<file path="src/rtl/param_pkg.sv">
// Shared types and field layout for the parameter fetch sequencer.
// Packet order, MSB first: {r0, kb, theta0, k_theta, phi0, k_phi, n_period, q_a, q_d}.
package param_pkg;

    localparam int unsigned FIELD_W = 32;
    localparam int unsigned NPER_W  = 4;
    localparam int unsigned PARAM_W = 260;
    localparam int unsigned IDX_W   = 10;
    localparam int unsigned CNT_W   = 11;
    localparam int unsigned ENTRY_W = PARAM_W + IDX_W;

    localparam int unsigned Q_D_LSB     = 0;
    localparam int unsigned Q_A_LSB     = 32;
    localparam int unsigned NPER_LSB    = 64;
    localparam int unsigned K_PHI_LSB   = 68;
    localparam int unsigned PHI0_LSB    = 100;
    localparam int unsigned K_THETA_LSB = 132;
    localparam int unsigned THETA0_LSB  = 164;
    localparam int unsigned KB_LSB      = 196;
    localparam int unsigned R0_LSB      = 228;

    typedef enum logic [1:0] {
        IDLE,
        RUN,
        DRAIN
    } state_t;

    // A word with every force constant zero contributes nothing downstream.
    function automatic logic prm_is_zero(input logic [PARAM_W-1:0] p);
        return (p[KB_LSB      +: FIELD_W] == '0) &&
               (p[K_THETA_LSB +: FIELD_W] == '0) &&
               (p[K_PHI_LSB   +: FIELD_W] == '0) &&
               (p[Q_A_LSB     +: FIELD_W] == '0) &&
               (p[Q_D_LSB     +: FIELD_W] == '0);
    endfunction

endpackage

</file>
<file path="src/rtl/param_fifo.sv">
// Synchronous FIFO with occupancy output; DEPTH must be a power of two.
// Push and pop in the same cycle on a full FIFO is accepted.
module param_fifo #(
    parameter int unsigned WIDTH = 270,
    parameter int unsigned DEPTH = 4
) (
    input  logic                     clk,
    input  logic                     rst_n,
    input  logic                     push,
    input  logic [WIDTH-1:0]         din,
    input  logic                     pop,
    output logic [WIDTH-1:0]         dout,
    output logic [$clog2(DEPTH):0]   occ
);

    localparam int unsigned AW = $clog2(DEPTH);
    localparam logic [AW:0] FULL = (AW+1)'(DEPTH);

    logic [WIDTH-1:0] mem [DEPTH];
    logic [AW-1:0]    wr_ptr;
    logic [AW-1:0]    rd_ptr;
    logic             do_push;
    logic             do_pop;

    always_comb begin
        do_pop  = pop && (occ != '0);
        do_push = push && ((occ != FULL) || do_pop);
    end

    assign dout = mem[rd_ptr];

    always_ff @(posedge clk or negedge rst_n) begin
        if (!rst_n) begin
            wr_ptr <= '0;
            rd_ptr <= '0;
            occ    <= '0;
            for (int unsigned i = 0; i < DEPTH; i++) begin
                mem[i] <= '0;
            end
        end else begin
            if (do_push) begin
                mem[wr_ptr] <= din;
                wr_ptr      <= wr_ptr + 1'b1;
            end
            if (do_pop) begin
                rd_ptr <= rd_ptr + 1'b1;
            end
            case ({do_push, do_pop})
                2'b10:   occ <= occ + 1'b1;
                2'b01:   occ <= occ - 1'b1;
                default: ;
            endcase
        end
    end

endmodule

</file>
<file path="src/rtl/param_fetch_sequencer.sv">
// Walks the parameter RAM 0..n_atoms-1 and streams packets with credit-based issue.
// Optional build macro PARAM_SKIP_ZERO_EN drops returned words whose force constants are all zero.
module param_fetch_sequencer
    import param_pkg::*;
#(
    parameter int unsigned DEPTH = 4
) (
    input  logic                clk,
    input  logic                rst_n,
    input  logic                start,
    input  logic [10:0]         n_atoms,
    output logic [9:0]          ram_addr,
    input  logic signed [31:0]  r0_in,
    input  logic signed [31:0]  kb_in,
    input  logic signed [31:0]  theta0_in,
    input  logic signed [31:0]  k_theta_in,
    input  logic signed [31:0]  phi0_in,
    input  logic signed [31:0]  k_phi_in,
    input  logic [3:0]          n_period_in,
    input  logic signed [31:0]  q_a_in,
    input  logic signed [31:0]  q_d_in,
    output logic                out_valid,
    input  logic                out_ready,
    output logic [259:0]        out_prm,
    output logic [9:0]          out_idx,
    output logic                busy,
    output logic                done,
    output logic [10:0]         n_emitted
);

    localparam int unsigned OCC_W = $clog2(DEPTH) + 1;

    state_t               state;
    state_t               state_n;
    logic [CNT_W-1:0]     issue_idx;
    logic [CNT_W-1:0]     n_lat;
    logic                 rd_pend;
    logic [IDX_W-1:0]     idx_pend;
    logic [PARAM_W-1:0]   prm_in;
    logic [ENTRY_W-1:0]   fifo_dout;
    logic [OCC_W-1:0]     occ;
    logic [OCC_W:0]       used;
    logic                 push;
    logic                 pop;
    logic                 issue;
    logic                 accept;
    logic                 drained;

    assign prm_in = {r0_in, kb_in, theta0_in, k_theta_in, phi0_in, k_phi_in,
                     n_period_in, q_a_in, q_d_in};

`ifdef PARAM_SKIP_ZERO_EN
    assign push = rd_pend && !prm_is_zero(prm_in);
`else
    assign push = rd_pend;
`endif

    assign out_valid = (occ != '0);
    assign pop       = out_valid && out_ready;
    assign out_idx   = fifo_dout[ENTRY_W-1 -: IDX_W];
    assign out_prm   = fifo_dout[PARAM_W-1:0];
    assign ram_addr  = issue_idx[IDX_W-1:0];

    // Entries held or about to land after this cycle's pop; also zero exactly when the run has drained.
    assign used = {1'b0, occ} + {{OCC_W{1'b0}}, rd_pend} - {{OCC_W{1'b0}}, pop};

    always_comb begin
        state_n = state;
        issue   = 1'b0;
        accept  = 1'b0;
        drained = 1'b0;
        case (state)
            IDLE: begin
                if (start) begin
                    accept = 1'b1;
                    if (n_atoms != '0) begin
                        state_n = RUN;
                    end
                end
            end
            RUN: begin
                if (used < (OCC_W+1)'(DEPTH)) begin
                    issue = 1'b1;
                    if (issue_idx == n_lat - CNT_W'(1)) begin
                        state_n = DRAIN;
                    end
                end
            end
            DRAIN: begin
                if (used == '0) begin
                    drained = 1'b1;
                    state_n = IDLE;
                end
            end
            default: state_n = IDLE;
        endcase
    end

    always_ff @(posedge clk or negedge rst_n) begin
        if (!rst_n) begin
            state     <= IDLE;
            issue_idx <= '0;
            n_lat     <= '0;
            rd_pend   <= 1'b0;
            idx_pend  <= '0;
            busy      <= 1'b0;
            done      <= 1'b0;
            n_emitted <= '0;
        end else begin
            state    <= state_n;
            rd_pend  <= issue;
            idx_pend <= issue_idx[IDX_W-1:0];
            done     <= (accept && (n_atoms == '0)) || drained;
            busy     <= (state_n != IDLE) || drained;
            if (accept) begin
                n_lat     <= n_atoms;
                issue_idx <= '0;
            end else if (issue) begin
                issue_idx <= issue_idx + 1'b1;
            end
            if (accept) begin
                n_emitted <= '0;
            end else if (pop) begin
                n_emitted <= n_emitted + 1'b1;
            end
        end
    end

    param_fifo #(
        .WIDTH (ENTRY_W),
        .DEPTH (DEPTH)
    ) u_fifo (
        .clk   (clk),
        .rst_n (rst_n),
        .push  (push),
        .din   ({idx_pend, prm_in}),
        .pop   (pop),
        .dout  (fifo_dout),
        .occ   (occ)
    );

endmodule

</file>
<file path="config.mk">
export PLATFORM = sky130hd
export DESIGN_NAME = param_fetch_sequencer
export DESIGN_NICKNAME = d
export VERILOG_FILES = /design/src/rtl/param_pkg.sv /design/src/rtl/param_fifo.sv /design/src/rtl/param_fetch_sequencer.sv
export SDC_FILE = /design/constraint.sdc
export NUM_CORES = 1
export LEC_CHECK = 0
export ABC_CLOCK_PERIOD_IN_PS = 4130
export CORE_AREA = 3 3 352 319
export DETAILED_ROUTE_END_ITERATION = 8
export DIE_AREA = 0 0 355 322
export HOLD_SLACK_MARGIN = 0.02
export MAX_ROUTING_LAYER = met4
export PLACE_DENSITY = 0.66
export SLEW_MARGIN = 20
export SYNTH_ARGS = -nofsm -noshare
export SYNTH_HDL_FRONTEND = slang
export SYNTH_SLANG_ARGS = --single-unit
</file>
<file path="constraint.sdc">
create_clock -name clk -period 4.13 [get_ports clk]
set_input_delay 1.239 -clock clk [delete_from_list [all_inputs] [get_ports clk]]
set_output_delay 1.239 -clock clk [all_outputs]
set_load 0.005 [all_outputs]
</file>
==> run metrics, run 1 <==
I/O pins 569; Fillers 8420; Worst VDD drop 0.0004716 V; Yosys Warn Count 0; dpl cell area 57420 sq um; Fin Hold WS 0.4996 ns; Crit path required time 2.89 ns; Final Util 56.73%; Synth area leader dfrtp_1; Syn Area/Cell 16.96 sq um; ys flop type dfrtp_1; post-route minimum period 4.023 ns; adder-cell share of the synthesized area 0.3886%; FMAX 248.6 MHz; routed wire length 127000 um; Post-synth EDFFs 0; DIE AREA 114300 sq um; FFs w/ async S/R, synth 100.0%; final hold vios 0; DR vias/cell 5.503; 1st-iter DRT viols 1416; Tcrit/Tclk final 97.42%; GRT Total Usage 22.91%; commonest cells after routing, fill and taps aside dfrtp_1, mux2_2, clkdlybuf4s50_1; FF-to-FF setup slack 0.51 ns; CP arrival 2.78 ns; Hold Path Origin u_fifo.mem[391]; max_slew headroom 46.12%; TNS Setup 0 ns; DP Wirelength 86160 um; Post-Synth XOR/XNOR Area 0.5906%; CTS Buf Count 120; Cell variety after synth 45; final max-slew violation count 0; clk_lat worst skew 0.69 ns; Final Net Count 3818; synth top area cells dfrtp_1, mux2_2, mux4_2; Final GP Congestion 0.8067; clock slew at reported path FFs 0.06 ns; first-pass GRT wire length 195500 um; root buffer cell clkbuf_16; # rows 115; cell count after synthesis 2886; power per cell area 900.2 nW/um^2; DIE HEIGHT 322 um; pin count of the biggest net entering global routing 105; pre-CTS WS -0.2519 ns; cts-stage hold buffer count 0; Starting Density 44.87%; Pre-Repair DR Iteration Count 5; crit-path max FO 16; status finished, final reports clean; post-route ant nets 0; global route overflow 0; endpoints failing setup 0; layout cells sized above 1 47.32%; Finished Cell Area 61880 sq um; Max clock buf depth 3; Synth Area in Compound Gates 0.3554%; CP endpoint kind output port; RR Startpoint u_fifo.occ[1]; Area growth syn-to-layout 26.44%; CTS tree built; largest family of logic cells by synthesized area multiplexers; Clock Skew 0.02065 ns; total of max-cap violations 0; mux cell area share after synthesis 37.57%; vias in the first global route 32170; most common cell after layout, fill and taps aside dfrtp_1; critical path launch point type flop; drt drc 0; Port-buffer cells 568; Yosys reg bits 1135; Yosys top cell area share 58.04%; initial antenna violation count 38; simple-gate share of the synthesized area 1.158%; Least-Margin Pin Slew 0.8083 ns; Critical path origin u_fifo.rd_ptr[0]; vias 28250; die width 355 um; Avg WL per Cell 24.73 um; CORE AREA 109100 sq um; Leakage 26.14 nW; critical path class reg2out; sequential share of the synthesized area 58.04%; RSZ-0062 raised after global routing no; H-tree levels 3; CTS Sinks 1135; final worst slack 0.1068 ns; syn nets 3175; Cell Area, Synth 48940 sq um; worst hold path type reg2reg
per-layer routing:
metal  up-vias  wire length (um)  global-route usage, %  part of all wire [%]
li1      12130                 -                      -                     -
met1     15230             50540                  27.24                    40
met2       677             64270                  37.38                    51
met3       216              7741                  6.103                   6.1
met4         0              4420                  8.946                   3.5
met5         -                 0                      -                     0
synth_stat cells (2+ instances only):
| library cell | instances |
|---|---|
| a21oi_1 | 7 |
| a221oi_1 | 2 |
| and2_1 | 2 |
| and3_1 | 7 |
| buf_1 | 39 |
| buf_2 | 80 |
| buf_4 | 10 |
| clkbuf_1 | 65 |
| dfrtp_1 | 1135 |
| fa_1 | 2 |
| ha_1 | 12 |
| inv_1 | 14 |
| mux2_2 | 1089 |
| mux2i_1 | 4 |
| mux4_2 | 270 |
| nand2_1 | 23 |
| nand3_1 | 6 |
| nand3b_1 | 5 |
| nand4_1 | 4 |
| nor2_1 | 25 |
| nor2b_1 | 2 |
| nor3_1 | 8 |
| nor4_1 | 6 |
| nor4b_1 | 2 |
| o21a_1 | 2 |
| o21ai_0 | 8 |
| o21ai_1 | 2 |
| or3_1 | 6 |
| or4_1 | 2 |
| xnor2_1 | 15 |
| xor2_1 | 18 |
worst max-delay path, stage by stage (launching register included):
cell	delay, ns
dfrtp_4	0.48
buf_4	0.18
bufbuf_16	0.35
mux4_2	0.52
clkdlybuf4s50_1	0.55
metrics by stage:
step,instances,power [mW]
floorplan,2886,32.82
global placement,4859,43.40
detailed placement,4859,44.70
CTS,5096,56.33
global route,5133,58.67
finish,5134,55.70
registers in the layout, summed over array words and instances (netlist names):
name           cells
u_fifo.wr_ptr      2
u_fifo.rd_ptr      2
n_lat             11
idx_pend          10
n_emitted         11
busy               1
u_fifo.occ         3
push               1
u_fifo.mem      1080
done               1
issue_idx         11
state              2
where the power goes:
part,internal [mW],switching (mW)
clock,6.61,4.50
combinational,15.5,9.44
sequential,16.7,2.93
total,38.8,16.9
area by class of cell:
cell class	instances	area (sq um)	share of cell area [%]
antenna	37	92.59	0.1496
clock buffer	182	3620	5.850
clock inverter	46	540.5	0.8736
inverter	14	52.55	0.08493
multi-input combinational	1542	19650	31.75
sequential	1135	28410	45.91
tap	1462	1829	2.956
timing repair buffer	716	7684	12.42
final timing paths:
kind,to,depth (start not counted)
worst max-delay path,out_prm[7],4
min in group asynchronous,u_fifo.mem[473],1
worst min register to register,u_fifo.mem[391],1
worst max register to register,issue_idx[10],12
worst min-delay path,u_fifo.mem[391],1
max in group asynchronous,u_fifo.mem[560],2
kinds of logic (layout without fill, tap and decap cells):
family	after synthesis	after routing
mux	1363	1363
xor+xnor	33	33
flops	1135	1135
other cells	0	37
fa+ha+maj	14	14
compound gates	27	27
buf+inv	209	958
simple gates	105	105
what timing repair did:
item                                    4_1_cts  5_1_grt
gates cloned                                  3        1
endpoints found under the setup margin       86       23
gates resized for setup                       5        4
buffers inserted                              6        0
Power figures use the tool's default switching activity.
==> run 2: changes to the inputs <==
CORE_AREA = 3 3 334 336   (was 3 3 352 319)
DIE_AREA = 0 0 337 339   (was 0 0 355 322)
==> run metrics, run 2 (synthesis gave the netlist of run 1 again) <==
global route overflow 0 (unchanged); Starting Density 44.96% (+0.088 points); die width 337 um (-5.1%); DIE AREA 114200 sq um (about the same); Pwr Total 54.75 mW (-1.7%); final worst slack 0.1200 ns (+0.01327 ns); FMAX 249.4 MHz (+0.33%); commonest cells after routing, fill and taps aside dfrtp_1, mux2_2, clkdlybuf4s50_1; Final Net Count 3794 (-0.63%); final max-slew violation count 0 (unchanged); crit-path max FO 15 (-1); number of flip-flops in the largest register 1080 (unchanged); CTS Buf Count 118 (-1.7%); first-pass GRT wire length 192200 um (-1.7%); critical path launch point type flop; vias in the first global route 31880 (-0.90%); CTS Sinks 1135 (unchanged); Area growth syn-to-layout 25.39%; DR vias/cell 5.541 (+0.68%); I/O pins 569 (unchanged); vias 27980 (-0.97%); Tcrit/Tclk final 97.09% (-0.32 points); clk_lat worst skew 0.71 ns (+0.02 ns); RSZ-0062 raised after global routing no; max_slew headroom 38.03% (-8.1 points); reg-to-reg endpoint issue_idx[10]; Least-Margin Pin Slew 0.9255 ns (+0.1173 ns); CTS tree built; GRT Total Usage 22.49% (-0.42 points); critical path class reg2out; 1st-iter DRT viols 1307 (-7.7%); post-route ant nets 0 (unchanged); routed wire length 124200 um (-2.2%); power per cell area 892.3 nW/um^2 (-0.88%); H-tree levels 3 (unchanged); post-route minimum period 4.010 ns (-0.01327 ns); drt drc 0 (unchanged); layout cells sized above 1 47.07% (-0.25 points); status finished, final reports clean; Final Util 56.37% (-0.36 points); Final GP Congestion 0.8158 (+1.1%); CP endpoint kind output port; pre-CTS WS -0.1911 ns (+0.06077 ns); Clock Skew 0.02711 ns (+0.006465 ns); most common cell after layout, fill and taps aside dfrtp_1; CP arrival 2.77 ns (about the same); Leakage 26.04 nW (-0.39%); endpoints failing setup 0 (unchanged); CORE AREA 108900 sq um (-0.20%); Crit path required time 2.89 ns (about the same); Fin Hold WS 0.4980 ns (-0.001603 ns); worst r2r path cells 12 (unchanged); DP Wirelength 84630 um (-1.8%); clock slew at reported path FFs 0.06 ns (about the same); Pre-Repair DR Iteration Count 4 (-1); total of max-cap violations 0 (unchanged); FF-to-FF setup slack 0.59 ns (+0.08 ns); Port-buffer cells 568 (unchanged); Avg WL per Cell 24.58 um (-0.60%); RR Startpoint u_fifo.occ[1]; Fillers 8398 (-0.26%); critical-path cell with the highest stage delay clkdlybuf4s50_1; Worst VDD drop 0.0005300 V (+12%); root buffer cell clkbuf_16; Max clock buf depth 3 (unchanged); DIE HEIGHT 339 um (+5.3%); worst hold path type in2async; Worst path max stage delay 0.57 ns (+0.02 ns); initial antenna violation count 36 (-5.3%); final hold vios 0 (unchanged); pin count of the biggest net entering global routing 112 (+6.7%); # rows 121 (+5.2%); crit path cell chain buf_16 -> buf_12 -> mux4_2 -> clkdlybuf4s50_1; Biggest register u_fifo.mem
==> run 2: cell types whose count changed in the layout (fill, tap and decap cells not counted), moves of 4 or more <==
cell / previous run / this run
buf_12: 56 / 48
clkdlybuf4s50_1: 566 / 509
buf_16: 5 / 9
clkbuf_1: 27 / 18
buf_4: 81 / 63
dlygate4sd2_1: 0 / 58
==> run 2: layout make-up <==
class / count / area, sq um / area share (%)
sequential: 1135 / 28410 / 46.30
multi-input combinational: 1542 / 19650 / 32.02
timing repair buffer: 694 / 7395 / 12.05
clock buffer: 172 / 3538 / 5.767
tap: 1414 / 1769 / 2.883
clock inverter: 44 / 460.4 / 0.7504
antenna: 35 / 87.58 / 0.1427
inverter: 14 / 52.55 / 0.08564
==> run 2: report_power, final <==
group	switching [mW]	internal (mW)	total [mW]
sequential	2.88	16.7	19.6
clock	4.38	6.41	10.8
combinational	9.34	15.1	24.4
==> run 2: how the worst max path moves through the flow <==
stage,startpoint,endpoint,slack (ns),cells past startpoint
4_1_cts,u_fifo.rd_ptr[0],out_prm[65],-0.1,4
3_5_place_dp,out_ready,issue_idx[10],-0.19,12
3_3_place_gp,out_ready,issue_idx[10],-0.20,12
5_1_grt,u_fifo.rd_ptr[0],out_prm[202],0.008,4
2_1_floorplan,out_ready,issue_idx[10],0.004,12
6_report,u_fifo.rd_ptr[0],out_prm[202],0.12,4
==> run 2: per-layer routing <==
metal,wire (um),vias to the layer above,track usage (%)
met5,0,-,-
met4,4304,0,8.045
met3,7516,213,5.963
met2,63200,606,37.18
met1,49140,15090,26.53
li1,-,12070,-
==> run 2: timing repair <==
item	CTS	global route
buffers inserted	0	2
hold buffers	0	0
gates cloned	2	2
setup endpoints to repair	166	139
resized for setup	77	3
==> run 2: critical path: cells and delay by family, from the launching register on <==
kind / cells / cell delay (ns)
buffers and inverters: 3 / 1.01
DFF: 1 / 0.48
muxes: 1 / 0.53
==> run 2: per-stage QoR <==
stage          setup TNS [ns]  cell area [sq um]  instances
3_5_place_dp          -0.8564              57120       4793
6_report                    0              61360       5050
5_1_grt                     0              61360       5050
3_3_place_gp          -0.7141              57120       4793
4_1_cts                -2.099              61200       5011
2_1_floorplan               0              48940       2886
==> run 3: changes to the inputs <==
CORE_AREA = 3 3 447 449   (was 3 3 334 336)
DIE_AREA = 0 0 450 452   (was 0 0 337 339)
PLACE_DENSITY = unset   (was 0.66)
==> run metrics, run 3 (synthesis gave the netlist of run 1 again) <==
status finished, final reports clean; Area growth syn-to-layout 29.83%; DP Wirelength 89550 um (+5.8%); Port-buffer cells 568 (unchanged); Final Net Count 3828 (+0.90%); first-pass GRT wire length 198700 um (+3.4%); final max-slew violation count 0 (unchanged); most used cell, CP buf_16; Avg WL per Cell 21.12 um (-14%); global route overflow 0 (unchanged); CP arrival 2.83 ns (+0.06 ns); initial antenna violation count 22 (-39%); reg-to-reg endpoint state[0]; FMAX 245.9 MHz (-1.4%); RSZ-0062 raised after global routing yes; worst r2r path cells 13 (+1); die width 450 um (+34%); max_slew headroom 40.80% (+2.8 points); crit path cell chain buf_12 -> buf_16 -> buf_16 -> mux4_2 -> clkdlybuf4s50_1; Crit path required time 2.89 ns (about the same); I/O pins 569 (unchanged); GRT Total Usage 13.19% (-9.3 points); pin count of the biggest net entering global routing 88 (-21%); cts-stage hold buffer count 0 (unchanged); Max clock buf depth 3 (unchanged); DIE AREA 203400 sq um (+78%); DIE HEIGHT 452 um (+33%); CORE AREA 196600 sq um (+81%); final hold vios 0 (unchanged); Fin Hold WS 0.4553 ns (-0.04261 ns); root buffer cell clkbuf_16; Pre-Repair DR Iteration Count 5 (+1); Worst VDD drop 0.0004434 V (-16%); FF-to-FF setup slack 0.47 ns (-0.12 ns); clock slew at reported path FFs 0.06 ns (about the same); Final GP Congestion 0.7925 (-2.9%); Worst path max stage delay 0.53 ns (-0.04 ns); commonest cells after routing, fill and taps aside dfrtp_1, mux2_2, clkdlybuf4s50_1; Fillers 19380 (+130%); vias in the first global route 30270 (-5.1%); RR Startpoint u_fifo.occ[1]; drt drc 0 (unchanged); 1st-iter DRT viols 1253 (-4.1%); DR vias/cell 4.437 (-20%); Critical path origin u_fifo.rd_ptr[0]; most common cell after layout, fill and taps aside dfrtp_1; Tcrit/Tclk final 98.47% (+1.4 points); Starting Density 24.89% (-20 points); Levels on crit path 5 (+1); dpl cell area 58830 sq um (+3.0%); CTS Sinks 1135 (unchanged); Clock Skew 0.03014 ns (+0.003030 ns); CP endpoint kind output port; post-route minimum period 4.067 ns (+0.05692 ns); H-tree levels 4 (+1); CP delay by family, top buffers and inverters; Biggest register u_fifo.mem; critical path launch point type flop; total of max-cap violations 0 (unchanged); Least-Margin Pin Slew 0.8881 ns (-0.03749 ns); Final Util 32.31% (-24 points); number of flip-flops in the largest register 1080 (unchanged); worst hold path type in2async; critical-path cell with the highest stage delay mux4_2; post-route ant nets 0 (unchanged); endpoints failing setup 0 (unchanged); CTS Buf Count 134 (+14%); # rows 163 (+35%); crit-path max FO 12 (-3); Leakage 27.01 nW (+3.7%); WP buf/inv 4 (+1); critical path class reg2out; power per cell area 866.8 nW/um^2 (-2.9%); layout cells sized above 1 47.20% (+0.13 points); Worst Setup EP out_prm[156]; Finished Cell Area 63530 sq um (+3.5%); CTS tree built; routed wire length 132700 um (+6.9%); vias 27890 (-0.34%); clk_lat worst skew 0.77 ns (+0.06 ns)
-- run 3: cell count changes in the layout (fill, tap and decap cells not counted), sizes merged, moves of 2 or more --
| cell | change |
|---|---|
| clkdlybuf4s50 | -136 |
| dlygate4sd2 | +92 |
| dlymetal6s2s | +42 |
| clkbuf | +24 |
| diode | -21 |
| buf | +15 |
| clkinv | -5 |
| bufinv | -4 |
| bufbuf | +2 |
| clkinvlp | -2 |
-- run 3: routing by layer --
metal	global-route usage, %	vias to the layer above	part of all wire, %
met5	-	-	0
met4	5.265	0	3.7
met3	2.588	225	3.7
met2	23.22	458	54
met1	14.67	15090	39
li1	-	12120	-
-- run 3: final cells by class --
| cell class | instances | area (sq um) | share of cell area [%] |
|---|---|---|---|
| flip-flops and latches | 1135 | 28410 | 44.72 |
| multi-input cells | 1542 | 19650 | 30.93 |
| repair buffers | 712 | 7785 | 12.25 |
| clock buffers | 194 | 3924 | 6.176 |
| well taps | 2640 | 3303 | 5.199 |
| clock inverters | 34 | 375.4 | 0.5908 |
| inverters | 14 | 52.55 | 0.08271 |
| diodes | 14 | 35.03 | 0.05514 |
-- run 3: power breakdown --
part           switching (mW)  internal [mW]
registers                2.71           16.7
logic                    9.53           14.5
clock network            4.76           6.85
total                    17.0           38.1
-- run 3: worst min-delay path by stage --
stage                               start               to  slack (ns)  cells past startpoint
final                               rst_n  u_fifo.mem[961]        0.46                      1
after CTS                           rst_n  u_fifo.mem[949]        0.44                      1
after global placement    u_fifo.mem[532]  u_fifo.mem[532]        0.48                      1
after floorplan              issue_idx[4]      idx_pend[4]        0.37                      0
after global routing                rst_n  u_fifo.mem[961]        0.46                      1
after detailed placement  u_fifo.mem[292]  u_fifo.mem[292]        0.49                      1
-- run 3: metrics by stage --
stage | TNS (ns) | setup WS (ns) | cells | power (mW)
after floorplan | 0 | 0.004283 | 2886 | 32.82
after detailed placement | -0.7434 | -0.2228 | 6025 | 44.68
after CTS | -0.5481 | -0.09940 | 6264 | 56.01
after global placement | -0.8713 | -0.1958 | 6025 | 44.11
after global routing | -0.1407 | -0.06483 | 6284 | 58.22
final | 0 | 0.06311 | 6285 | 55.07
-- run 3: repair_timing --
item / CTS / global route
endpoints found under the setup margin: 238 / 35
gates resized for setup: 176 / 46
gates cloned: 5 / 4
buffers inserted: 6 / 3
endpoints found under the hold margin: 0 / 0
